## config.mk

```make
export PLATFORM = sky130hd
export DESIGN_NAME = multicycle_ctrl_flat
export DESIGN_NICKNAME = d
export VERILOG_FILES = /design/src/rtl/multicycle_ctrl_if.sv /design/src/rtl/multicycle_ctrl.sv /design/src/flat_wrapper.sv
export SDC_FILE = /design/constraint.sdc
export NUM_CORES = 1
export LEC_CHECK = 0
export CORE_MARGIN = 4
export CORE_UTILIZATION = 48
export DETAILED_ROUTE_END_ITERATION = 8
export PLACE_DENSITY_LB_ADDON = 0.1
export SYNTH_ARGS = -nofsm -noshare
export SYNTH_HDL_FRONTEND = slang
export SYNTH_SLANG_ARGS = --single-unit
```

## constraint.sdc

```tcl
create_clock -name clk_i -period 2.5 [get_ports clk_i]
set_input_delay 0.5 -clock clk_i [delete_from_list [all_inputs] [get_ports clk_i]]
set_output_delay 0.5 -clock clk_i [all_outputs]
set_load 0.01 [all_outputs]
```

## src/rtl/multicycle_ctrl_if.sv

```systemverilog
// Control bundle between the multi-cycle sequencer and the RV32I datapath.
// master = sequencer side (drives strobes), slave = datapath side.
interface multicycle_ctrl_if #(
    parameter int INSTRET_W = 32
);
    logic [6:0]           opcode_i;
    logic                 zero_i;
    logic                 mem_ready_i;
    logic                 pc_write_o;
    logic                 old_pc_write_o;
    logic                 ir_write_o;
    logic                 iord_o;
    logic                 mem_read_o;
    logic                 mem_write_o;
    logic                 reg_write_o;
    logic [1:0]           wb_sel_o;
    logic [1:0]           alu_src_a_o;
    logic [1:0]           alu_src_b_o;
    logic [1:0]           alu_op_o;
    logic                 pc_src_o;
    logic                 halt_o;
    logic [INSTRET_W-1:0] instret_o;
    logic [3:0]           state_o;

    modport master (
        input  opcode_i, zero_i, mem_ready_i,
        output pc_write_o, old_pc_write_o, ir_write_o, iord_o, mem_read_o,
               mem_write_o, reg_write_o, wb_sel_o, alu_src_a_o, alu_src_b_o,
               alu_op_o, pc_src_o, halt_o, instret_o, state_o
    );

    modport slave (
        output opcode_i, zero_i, mem_ready_i,
        input  pc_write_o, old_pc_write_o, ir_write_o, iord_o, mem_read_o,
               mem_write_o, reg_write_o, wb_sel_o, alu_src_a_o, alu_src_b_o,
               alu_op_o, pc_src_o, halt_o, instret_o, state_o
    );
endinterface

```

## src/rtl/multicycle_ctrl.sv

```systemverilog
// Multi-cycle RV32I control sequencer: drives datapath strobes/selects per
// state, waits on the shared memory ready, and counts retired instructions.
module multicycle_ctrl #(
    parameter int INSTRET_W = 32
) (
    input  logic             clk_i,
    input  logic             rst_i,
    multicycle_ctrl_if.master bus
);
    typedef enum logic [3:0] {
        S_FETCH    = 4'd0,
        S_DECODE   = 4'd1,
        S_EXEC_R   = 4'd2,
        S_EXEC_I   = 4'd3,
        S_MEM_ADDR = 4'd4,
        S_MEM_RD   = 4'd5,
        S_MEM_WR   = 4'd6,
        S_WB_ALU   = 4'd7,
        S_WB_MEM   = 4'd8,
        S_BRANCH   = 4'd9,
        S_JAL      = 4'd10,
        S_JALR     = 4'd11,
        S_HALT     = 4'd12
    } state_t;

    typedef struct packed {
        logic       pc_write;
        logic       old_pc_write;
        logic       ir_write;
        logic       iord;
        logic       mem_read;
        logic       mem_write;
        logic       reg_write;
        logic [1:0] wb_sel;
        logic [1:0] alu_src_a;
        logic [1:0] alu_src_b;
        logic [1:0] alu_op;
        logic       pc_src;
        logic       halt;
    } ctrl_t;

    localparam ctrl_t CTRL_IDLE = ctrl_t'(17'd0);

    localparam logic [6:0] OP_R    = 7'b0110011;
    localparam logic [6:0] OP_I    = 7'b0010011;
    localparam logic [6:0] OP_LD   = 7'b0000011;
    localparam logic [6:0] OP_ST   = 7'b0100011;
    localparam logic [6:0] OP_BR   = 7'b1100011;
    localparam logic [6:0] OP_JAL  = 7'b1101111;
    localparam logic [6:0] OP_JALR = 7'b1100111;

    state_t               state_r;
    state_t               next_state_s;
    ctrl_t                ctrl_raw_s;
    ctrl_t                ctrl_s;
    logic                 retire_s;
    logic [INSTRET_W-1:0] instret_r;

    // State register and retired-instruction counter.
    always_ff @(posedge clk_i) begin
        if (rst_i) begin
            state_r   <= S_FETCH;
            instret_r <= {INSTRET_W{1'b0}};
        end else begin
            state_r <= next_state_s;
            if (retire_s) begin
                instret_r <= instret_r + {{(INSTRET_W-1){1'b0}}, 1'b1};
            end else begin
                instret_r <= instret_r;
            end
        end
    end

    // Next-state and per-state control decode.
    always_comb begin
        next_state_s = state_r;
        ctrl_raw_s   = CTRL_IDLE;
        retire_s     = 1'b0;
        case (state_r)
            S_FETCH: begin
                ctrl_raw_s.mem_read  = 1'b1;
                ctrl_raw_s.alu_src_b = 2'b01;
                if (bus.mem_ready_i) begin
                    ctrl_raw_s.ir_write     = 1'b1;
                    ctrl_raw_s.pc_write     = 1'b1;
                    ctrl_raw_s.old_pc_write = 1'b1;
                    next_state_s            = S_DECODE;
                end else begin
                    next_state_s = S_FETCH;
                end
            end
            S_DECODE: begin
                // Precompute OldPC+imm into ALUOut for branch/JAL targets.
                ctrl_raw_s.alu_src_a = 2'b10;
                ctrl_raw_s.alu_src_b = 2'b10;
                case (bus.opcode_i)
                    OP_R:          next_state_s = S_EXEC_R;
                    OP_I:          next_state_s = S_EXEC_I;
                    OP_LD, OP_ST:  next_state_s = S_MEM_ADDR;
                    OP_BR:         next_state_s = S_BRANCH;
                    OP_JAL:        next_state_s = S_JAL;
                    OP_JALR:       next_state_s = S_JALR;
                    default:       next_state_s = S_HALT;
                endcase
            end
            S_EXEC_R: begin
                ctrl_raw_s.alu_src_a = 2'b01;
                ctrl_raw_s.alu_op    = 2'b10;
                next_state_s         = S_WB_ALU;
            end
            S_EXEC_I: begin
                ctrl_raw_s.alu_src_a = 2'b01;
                ctrl_raw_s.alu_src_b = 2'b10;
                ctrl_raw_s.alu_op    = 2'b10;
                next_state_s         = S_WB_ALU;
            end
            S_MEM_ADDR: begin
                ctrl_raw_s.alu_src_a = 2'b01;
                ctrl_raw_s.alu_src_b = 2'b10;
                if (bus.opcode_i == OP_ST) begin
                    next_state_s = S_MEM_WR;
                end else begin
                    next_state_s = S_MEM_RD;
                end
            end
            S_MEM_RD: begin
                ctrl_raw_s.iord     = 1'b1;
                ctrl_raw_s.mem_read = 1'b1;
                if (bus.mem_ready_i) begin
                    next_state_s = S_WB_MEM;
                end else begin
                    next_state_s = S_MEM_RD;
                end
            end
            S_MEM_WR: begin
                ctrl_raw_s.iord      = 1'b1;
                ctrl_raw_s.mem_write = 1'b1;
                if (bus.mem_ready_i) begin
                    next_state_s = S_FETCH;
                    retire_s     = 1'b1;
                end else begin
                    next_state_s = S_MEM_WR;
                end
            end
            S_WB_ALU: begin
                ctrl_raw_s.reg_write = 1'b1;
                next_state_s         = S_FETCH;
                retire_s             = 1'b1;
            end
            S_WB_MEM: begin
                ctrl_raw_s.reg_write = 1'b1;
                ctrl_raw_s.wb_sel    = 2'b01;
                next_state_s         = S_FETCH;
                retire_s             = 1'b1;
            end
            S_BRANCH: begin
                ctrl_raw_s.alu_src_a = 2'b01;
                ctrl_raw_s.alu_op    = 2'b01;
                ctrl_raw_s.pc_write  = bus.zero_i;
                ctrl_raw_s.pc_src    = bus.zero_i;
                next_state_s         = S_FETCH;
                retire_s             = 1'b1;
            end
            S_JAL: begin
                ctrl_raw_s.reg_write = 1'b1;
                ctrl_raw_s.wb_sel    = 2'b10;
                ctrl_raw_s.pc_write  = 1'b1;
                ctrl_raw_s.pc_src    = 1'b1;
                next_state_s         = S_FETCH;
                retire_s             = 1'b1;
            end
            S_JALR: begin
                // rd takes the pre-edge PC, so rd == rs1 is safe.
                ctrl_raw_s.alu_src_a = 2'b01;
                ctrl_raw_s.alu_src_b = 2'b10;
                ctrl_raw_s.reg_write = 1'b1;
                ctrl_raw_s.wb_sel    = 2'b10;
                ctrl_raw_s.pc_write  = 1'b1;
                next_state_s         = S_FETCH;
                retire_s             = 1'b1;
            end
            S_HALT: begin
                ctrl_raw_s.halt = 1'b1;
                next_state_s    = S_HALT;
            end
            default: begin
                next_state_s = S_HALT;
            end
        endcase
    end

    // Reset silences every output in the same cycle it is asserted.
    always_comb begin
        if (rst_i) begin
            ctrl_s = CTRL_IDLE;
        end else begin
            ctrl_s = ctrl_raw_s;
        end
    end

    assign bus.pc_write_o     = ctrl_s.pc_write;
    assign bus.old_pc_write_o = ctrl_s.old_pc_write;
    assign bus.ir_write_o     = ctrl_s.ir_write;
    assign bus.iord_o         = ctrl_s.iord;
    assign bus.mem_read_o     = ctrl_s.mem_read;
    assign bus.mem_write_o    = ctrl_s.mem_write;
    assign bus.reg_write_o    = ctrl_s.reg_write;
    assign bus.wb_sel_o       = ctrl_s.wb_sel;
    assign bus.alu_src_a_o    = ctrl_s.alu_src_a;
    assign bus.alu_src_b_o    = ctrl_s.alu_src_b;
    assign bus.alu_op_o       = ctrl_s.alu_op;
    assign bus.pc_src_o       = ctrl_s.pc_src;
    assign bus.halt_o         = ctrl_s.halt;
    assign bus.instret_o      = instret_r;
    assign bus.state_o        = state_r;
endmodule

```

## src/flat_wrapper.sv

```systemverilog
// flat-port wrapper written by rule: the top's interface ports become plain ports
module multicycle_ctrl_flat 
#(
    parameter int INSTRET_W = 32
)
  (clk_i, rst_i, bus_opcode_i, bus_zero_i, bus_mem_ready_i, bus_pc_write_o, bus_old_pc_write_o, bus_ir_write_o, bus_iord_o, bus_mem_read_o, bus_mem_write_o, bus_reg_write_o, bus_wb_sel_o, bus_alu_src_a_o, bus_alu_src_b_o, bus_alu_op_o, bus_pc_src_o, bus_halt_o, bus_instret_o, bus_state_o);
  multicycle_ctrl_if #(.INSTRET_W(INSTRET_W)) bus_i ();
  input  logic clk_i;
  input  logic rst_i;
  input wire logic [$bits(bus_i.opcode_i)-1:0] bus_opcode_i;
  input wire logic [$bits(bus_i.zero_i)-1:0] bus_zero_i;
  input wire logic [$bits(bus_i.mem_ready_i)-1:0] bus_mem_ready_i;
  output wire logic [$bits(bus_i.pc_write_o)-1:0] bus_pc_write_o;
  output wire logic [$bits(bus_i.old_pc_write_o)-1:0] bus_old_pc_write_o;
  output wire logic [$bits(bus_i.ir_write_o)-1:0] bus_ir_write_o;
  output wire logic [$bits(bus_i.iord_o)-1:0] bus_iord_o;
  output wire logic [$bits(bus_i.mem_read_o)-1:0] bus_mem_read_o;
  output wire logic [$bits(bus_i.mem_write_o)-1:0] bus_mem_write_o;
  output wire logic [$bits(bus_i.reg_write_o)-1:0] bus_reg_write_o;
  output wire logic [$bits(bus_i.wb_sel_o)-1:0] bus_wb_sel_o;
  output wire logic [$bits(bus_i.alu_src_a_o)-1:0] bus_alu_src_a_o;
  output wire logic [$bits(bus_i.alu_src_b_o)-1:0] bus_alu_src_b_o;
  output wire logic [$bits(bus_i.alu_op_o)-1:0] bus_alu_op_o;
  output wire logic [$bits(bus_i.pc_src_o)-1:0] bus_pc_src_o;
  output wire logic [$bits(bus_i.halt_o)-1:0] bus_halt_o;
  output wire logic [$bits(bus_i.instret_o)-1:0] bus_instret_o;
  output wire logic [$bits(bus_i.state_o)-1:0] bus_state_o;
  assign bus_i.opcode_i = bus_opcode_i;
  assign bus_i.zero_i = bus_zero_i;
  assign bus_i.mem_ready_i = bus_mem_ready_i;
  assign bus_pc_write_o = bus_i.pc_write_o;
  assign bus_old_pc_write_o = bus_i.old_pc_write_o;
  assign bus_ir_write_o = bus_i.ir_write_o;
  assign bus_iord_o = bus_i.iord_o;
  assign bus_mem_read_o = bus_i.mem_read_o;
  assign bus_mem_write_o = bus_i.mem_write_o;
  assign bus_reg_write_o = bus_i.reg_write_o;
  assign bus_wb_sel_o = bus_i.wb_sel_o;
  assign bus_alu_src_a_o = bus_i.alu_src_a_o;
  assign bus_alu_src_b_o = bus_i.alu_src_b_o;
  assign bus_alu_op_o = bus_i.alu_op_o;
  assign bus_pc_src_o = bus_i.pc_src_o;
  assign bus_halt_o = bus_i.halt_o;
  assign bus_instret_o = bus_i.instret_o;
  assign bus_state_o = bus_i.state_o;
  multicycle_ctrl #(.INSTRET_W(INSTRET_W)) u_core (.clk_i(clk_i), .rst_i(rst_i), .bus(bus_i));
endmodule
```

==> impl_metrics.json, run 1 <==
{
  "outcome": "finished clean",
  "gr-max-usage-layer": "met2",
  "fraction_of_the_yosys_area_taken_by_sequential_cells_pct": 32.60,
  "drive_above_1_share_pct": 13.39,
  "boundary_pin_count": 64,
  "start_util_pct": 50.09,
  "powerDensity_mw_per_mm2": 428.5,
  "leading_cell_types_by_count_after_synthesis": "dfxtp_1, a21oi_1, nor2_1",
  "critical_path.endpoint": "bus_pc_src_o",
  "postSynth.asyncResetShare_pct": 0,
  "viasPerCell": 5.959,
  "grt_residual_overflow": 0,
  "via_count": 2312,
  "cp-end-kind": "output pin",
  "drt_iter0_drc": 127,
  "antenna_cells": 0,
  "cts_root_buffer": "clkbuf_8",
  "tritoncts_num_sinks": 36,
  "synthesis.instances": 276,
  "post-synth-top-area-fraction_pct": 32.60,
  "gr-usage-all-layers_pct": 20.83,
  "die_outline_width_um": 75.87,
  "yosys_warnings": 0,
  "timing.critical_path.cells": "buf_4, and2b_2, nand2b_1, a21oi_1, clkdlybuf4s50_1",
  "grt_use_met3_pct": 6.860,
  "wl_um": 5605,
  "worst_reg2reg_endpoint": "u_core.bus.instret_o[31]",
  "min_clock_period_post_route_ps": 2391,
  "nNetsFinal": 350,
  "grt_use_met1_pct": 26.40,
  "syn_area_mm2": 0.002211,
  "timing.hold.worst.class": "reg -> reg",
  "worst-endpoint-arrival_ps": 1890,
  "tightestPinTransition_ps": 514.9,
  "postSynthAreaPerCell_um2": 8.010,
  "cap_violations": 0,
  "crit_fanout": 9,
  "firstDrtPassIters": 5,
  "fillers": 367,
  "critical_path.startpoint_type": "register",
  "grt_util_met2_pct": 32.98,
  "clk_transition_reported_paths_ps": 70,
  "cts_hold_buffers": 0,
  "critPathMaxStageDelay_ps": 550,
  "tritoncts": "done",
  "total_cts_buffers": 5,
  "netlist.top_cell.by_area": "dfxtp_1",
  "drt-wirelength-per-cell_um": 14.45,
  "synth.net_count": 288,
  "die_area_mm2": 0.005756,
  "multiInputGateArea_mm2": 0.001370,
  "num_rows": 24,
  "grt_antenna_before_repair": 0,
  "fin_ws_ps": 108.9,
  "cellLeakagePower_nw": 1.022,
  "synth-seq-cells": 36,
  "port_buffers": 63,
  "critical-path-slowest-cell": "clkdlybuf4s50_1",
  "synthDistinctLibCells": 46,
  "setup_viol_count_final": 0,
  "wire_length_of_the_first_global_routing_pass_um": 9384,
  "critical_path_required_ps": 2000,
  "worst_ir_drop_vdd_v": 0.0002283,
  "r2r_setup_slack_ps": 260,
  "worstReg2RegStart": "u_core.bus.instret_o[6]",
  "synth_flop_cell": "dfxtp_1",
  "ctsLongestPathBuffers": 2,
  "fmaxAchievable_mhz": 418.2,
  "gp_routability_congestion": 0.8827,
  "drc": 0,
  "design.core.area_mm2": 0.004414,
  "final-max-slew-violation-count": 0,
  "die-height_um": 75.87,
  "ff2ff_path_depth": 4,
  "yosys.cell_count.top_type": "dfxtp_1",
  "synth_enable_flop_cells": 0,
  "timing.final.crit_share_pct": 95.64,
  "critPathKind": "reg -> out",
  "critical_path.startpoint": "u_core.bus.state_o[2]",
  "totalNegativeSetupSlack_ps": 0,
  "hpwl_after_detailed_placement_um": 3992,
  "ys_top_cells_by_area": "dfxtp_1, a21oi_1, o31ai_1",
  "synth_to_layout_area_growth_pct": 36.05,
  "htree_num_levels": 2,
  "pin_count_of_the_biggest_net_entering_global_routing": 39,
  "clkLatencyLatePin_ps": 280,
  "hold_viol_final": 0,
  "register_area_um2": 724.4,
  "number_of_global_route_vias_before_repair": 2129,
  "max_slew_margin_pct": 65.67,
  "placement.setup.worst_slack_ps": 97.89,
  "route.antenna.remaining_nets": 0,
  "cts_setup_buffers": 0,
  "rsz_0062_raised_after_global_routing": "no",
  "timing.clock.skew_ps": 3.691
}
==> critical path: cells and delay by family, from the launching register on <==
kind | cells | cell delay (ps)
and+or+nand+nor | 2 | 380
buffers and inverters | 2 | 730
DFF | 1 | 360
AOI/OAI and AO/OA | 1 | 140
==> kinds of logic (layout without fill, tap and decap cells) <==
| group | Yosys count | after routing | share of synthesized area (%) |
|---|---|---|---|
| buffers and inverters | 31 | 91 | 7.017 |
| AO/OA/AOI/OAI | 67 | 67 | 19.02 |
| AND/OR/NAND/NOR | 129 | 129 | 34.98 |
| adder cells (fa/ha/maj) | 1 | 1 | 0.5658 |
| XOR/XNOR | 2 | 2 | 0.7924 |
| multiplexers | 10 | 10 | 5.036 |
| flip-flops | 36 | 36 | 32.60 |
==> layout by cell type, fill, tap and decap left out, types with 8 or more instances in the layout <==
cell,count
o21ai_0,8
nand3_1,8
nor2_1,20
clkdlybuf4s50_1,59
or4_1,17
nor4_1,14
buf_4,16
nor2b_1,12
a21oi_1,27
nand2_1,17
dfxtp_1,33
o31ai_1,18
==> power by group <==
part,leakage (nW),internal (mW),total (mW),switching (mW)
combinational,0.694,0.157,0.310,0.153
clock,0.0359,0.180,0.370,0.190
sequential,0.292,0.585,0.609,0.0237
==> registers in the layout (all words and copies together), names as in the netlist <==
name and count:
u_core.bus.instret_o 32, u_core.bus.state_o 4
==> layout make-up <==
| cell class | count | area share [%] |
|---|---|---|
| clock buffers | 5 | 2.288 |
| inverters | 7 | 0.8735 |
| multi-input cells | 209 | 45.55 |
| flip-flops and latches | 36 | 24.08 |
| well taps | 52 | 2.163 |
| repair buffers | 79 | 25.04 |
==> worst min path at each step <==
stage | start | to | slack, ps | depth (start not counted)
2_1_floorplan | u_core.bus.instret_o[16] | u_core.bus.instret_o[16] | 500 | 2
3_3_place_gp | u_core.bus.instret_o[16] | u_core.bus.instret_o[16] | 480 | 2
3_5_place_dp | u_core.bus.instret_o[16] | u_core.bus.instret_o[16] | 490 | 2
4_1_cts | u_core.bus.instret_o[10] | u_core.bus.instret_o[10] | 500 | 2
5_1_grt | u_core.bus.instret_o[16] | u_core.bus.instret_o[16] | 510 | 2
6_report | u_core.bus.instret_o[10] | u_core.bus.instret_o[10] | 490 | 2
==> per-layer routing <==
| metal | wire [um] | vias up |
|---|---|---|
| met1 | 2477 | 1085 |
| met5 | 0 | - |
| met4 | 59 | 0 |
| li1 | - | 1157 |
| met3 | 380 | 5 |
| met2 | 2687 | 65 |
==> timing repair <==
action | 4_1_cts | 5_1_grt
pin swaps | 0 | 0
setup endpoints to repair | 5 | 4
resized for setup | 3 | 7
==> stage by stage <==
| step | cell area [um^2] | hold WS [ps] | power (mW) | cells | util, % |
|---|---|---|---|---|---|
| final | 3008 | 493.9 | 1.289 | 388 | 68.14 |
| after floorplan | 2211 | 501.2 | 0.7848 | 276 | - |
| after CTS | 2982 | 497.7 | 1.286 | 388 | 67.55 |
| after global routing | 3008 | 509.8 | 1.354 | 388 | 68.14 |
| after global placement | 2904 | 483.9 | 0.9149 | 383 | 65.79 |
| after detailed placement | 2904 | 490.2 | 0.9180 | 383 | 65.79 |
Note: power is estimated with default switching activity, not from simulation.
==> run 2: changes to the inputs <==
--- a/config.mk
+++ b/config.mk
@@ -6,7 +6,8 @@
 export NUM_CORES = 1
 export LEC_CHECK = 0
 export CORE_MARGIN = 4
-export CORE_UTILIZATION = 48
+export CORE_UTILIZATION = 49
+export CTS_BUF_LIST = sky130_fd_sc_hd__clkbuf_8
 export DETAILED_ROUTE_END_ITERATION = 8
 export PLACE_DENSITY_LB_ADDON = 0.1
 export SYNTH_ARGS = -nofsm -noshare
==> impl_metrics.json, run 2 (synthesized netlist as in run 1, its figures left out) <==
{
  "drt_iter0_drc": 107,
  "max_slew_margin_pct": 64.60,
  "wl_um": 5708,
  "number_of_global_route_vias_before_repair": 2168,
  "worst_ir_drop_vdd_v": 0.0002329,
  "cap_violations": 0,
  "most-common-layout-cells": "clkdlybuf4s50_1, dfxtp_1, a21oi_1, nor2_1, o31ai_1",
  "worst-endpoint-arrival_ps": 1890,
  "via_count": 2350,
  "critical_path_required_ps": 2000,
  "hold_viol_final": 0,
  "route.antenna.remaining_nets": 0,
  "timing.critical_path.cells": "buf_4, and2b_2, nand2b_1, a21oi_1, clkdlybuf4s50_1",
  "layout_commonest_cell": "clkdlybuf4s50_1",
  "drive_above_1_share_pct": 13.82,
  "critPathMaxStageDelay_ps": 550,
  "tightestPinTransition_ps": 531.0,
  "htree_num_levels": 2,
  "total_cts_buffers": 5,
  "grt_residual_overflow": 0,
  "tritoncts_num_sinks": 36,
  "fmaxAchievable_mhz": 418.0,
  "antenna_cells": 0,
  "cts_root_buffer": "clkbuf_8",
  "timing.final.crit_share_pct": 95.70,
  "cellLeakagePower_nw": 1.032,
  "fillers": 392,
  "critical_path.n_buffers_inverters": 2,
  "num_rows": 24,
  "die_outline_width_um": 75.17,
  "clkLatencyLatePin_ps": 290,
  "nNetsFinal": 351,
  "drt-wirelength-per-cell_um": 14.56,
  "gp_routability_congestion": 0.8687,
  "boundary_pin_count": 64,
  "totalNegativeSetupSlack_ps": 0,
  "largest_register_ffs": 32,
  "timing.hold.worst.class": "reg -> reg",
  "grt_antenna_before_repair": 0,
  "gr-usage-all-layers_pct": 21.55,
  "placement.setup.worst_slack_ps": 128.6,
  "ctsLongestPathBuffers": 2,
  "die-height_um": 75.17,
  "wire_length_of_the_first_global_routing_pass_um": 9660,
  "rsz_0062_raised_after_global_routing": "no",
  "crit_fanout": 9,
  "r2r_setup_slack_ps": 280,
  "drc": 0,
  "setup_viol_count_final": 0,
  "critical-path-slowest-cell": "clkdlybuf4s50_1",
  "min_clock_period_post_route_ps": 2393,
  "cp-end-kind": "output pin",
  "powerDensity_mw_per_mm2": 437.8,
  "pin_count_of_the_biggest_net_entering_global_routing": 34,
  "firstDrtPassIters": 4,
  "place_inst": 384,
  "critical_path.startpoint_type": "register",
  "final-max-slew-violation-count": 0,
  "hpwl_after_detailed_placement_um": 4125,
  "die_area_mm2": 0.005651,
  "clk_transition_reported_paths_ps": 70,
  "timing.clock.skew_ps": 4.039,
  "tritoncts": "done",
  "start_util_pct": 50.78,
  "final-instance-count-excl-fill": 392,
  "critPathKind": "reg -> out",
  "fin_ws_ps": 107.4,
  "port_buffers": 63,
  "cpLargestDelayFamily": "buffers and inverters",
  "design.core.area_mm2": 0.004354,
  "synth_to_layout_area_growth_pct": 37.97,
  "viasPerCell": 5.995,
  "outcome": "finished clean"
}
-- run 2: timing repair --
action                     4_1_cts  5_1_grt
hold buffers                     0        0
setup buffers                    0        0
resized for setup                3        5
setup endpoints to repair        3       11
-- run 2: tightest hold or removal path: cells and delay by family (launching register included) --
kind,cells,cell delay [ps]
AO/OA/AOI/OAI,2,120
flip-flops,1,330
-- run 2: path summary, 6_finish.rpt --
path              cells past startpoint                      from                        to
setup / recovery                      5     u_core.bus.state_o[2]              bus_pc_src_o
setup reg to reg                      5   u_core.bus.instret_o[1]  u_core.bus.instret_o[20]
hold reg to reg                       2  u_core.bus.instret_o[16]  u_core.bus.instret_o[16]
hold / removal                        2  u_core.bus.instret_o[16]  u_core.bus.instret_o[16]
-- run 2: layer usage --
| metal | global-route usage [%] | vias to the layer above | wire length (um) |
|---|---|---|---|
| li1 | - | 1168 | - |
| met1 | 27.59 | 1103 | 2594 |
| met2 | 34.53 | 76 | 2696 |
| met3 | 6.943 | 3 | 383 |
| met4 | 6.796 | 0 | 35 |
| met5 | 0 | - | 0 |
-- run 2: cell type report --
cell class / instances / area [um^2] / area share (%)
repair buffers: 80 / 783.3 / 25.68
flip-flops and latches: 36 / 724.4 / 23.75
well taps: 52 / 65.06 / 2.133
inverters: 7 / 26.28 / 0.8614
multi-input cells: 209 / 1361 / 44.63
clock inverters: 2 / 7.507 / 0.2461
clock buffers: 6 / 82.58 / 2.707
-- run 2: stage by stage --
step | utilization, % | total power [mW] | instance area (um^2) | hold WS (ps)
2_1_floorplan | - | 0.7848 | 2211 | 501.2
3_3_place_gp | 67.44 | 0.9192 | 2937 | 480.6
3_5_place_dp | 67.44 | 0.9204 | 2937 | 487.3
4_1_cts | 69.74 | 1.344 | 3037 | 500.3
5_1_grt | 70.06 | 1.408 | 3050 | 531.0
6_report | 70.06 | 1.336 | 3050 | 497.6
-- run 2: where the power goes --
part | switching, mW | internal [mW]
registers | 0.0226 | 0.585
logic | 0.151 | 0.158
clock network | 0.203 | 0.217
total | 0.376 | 0.960
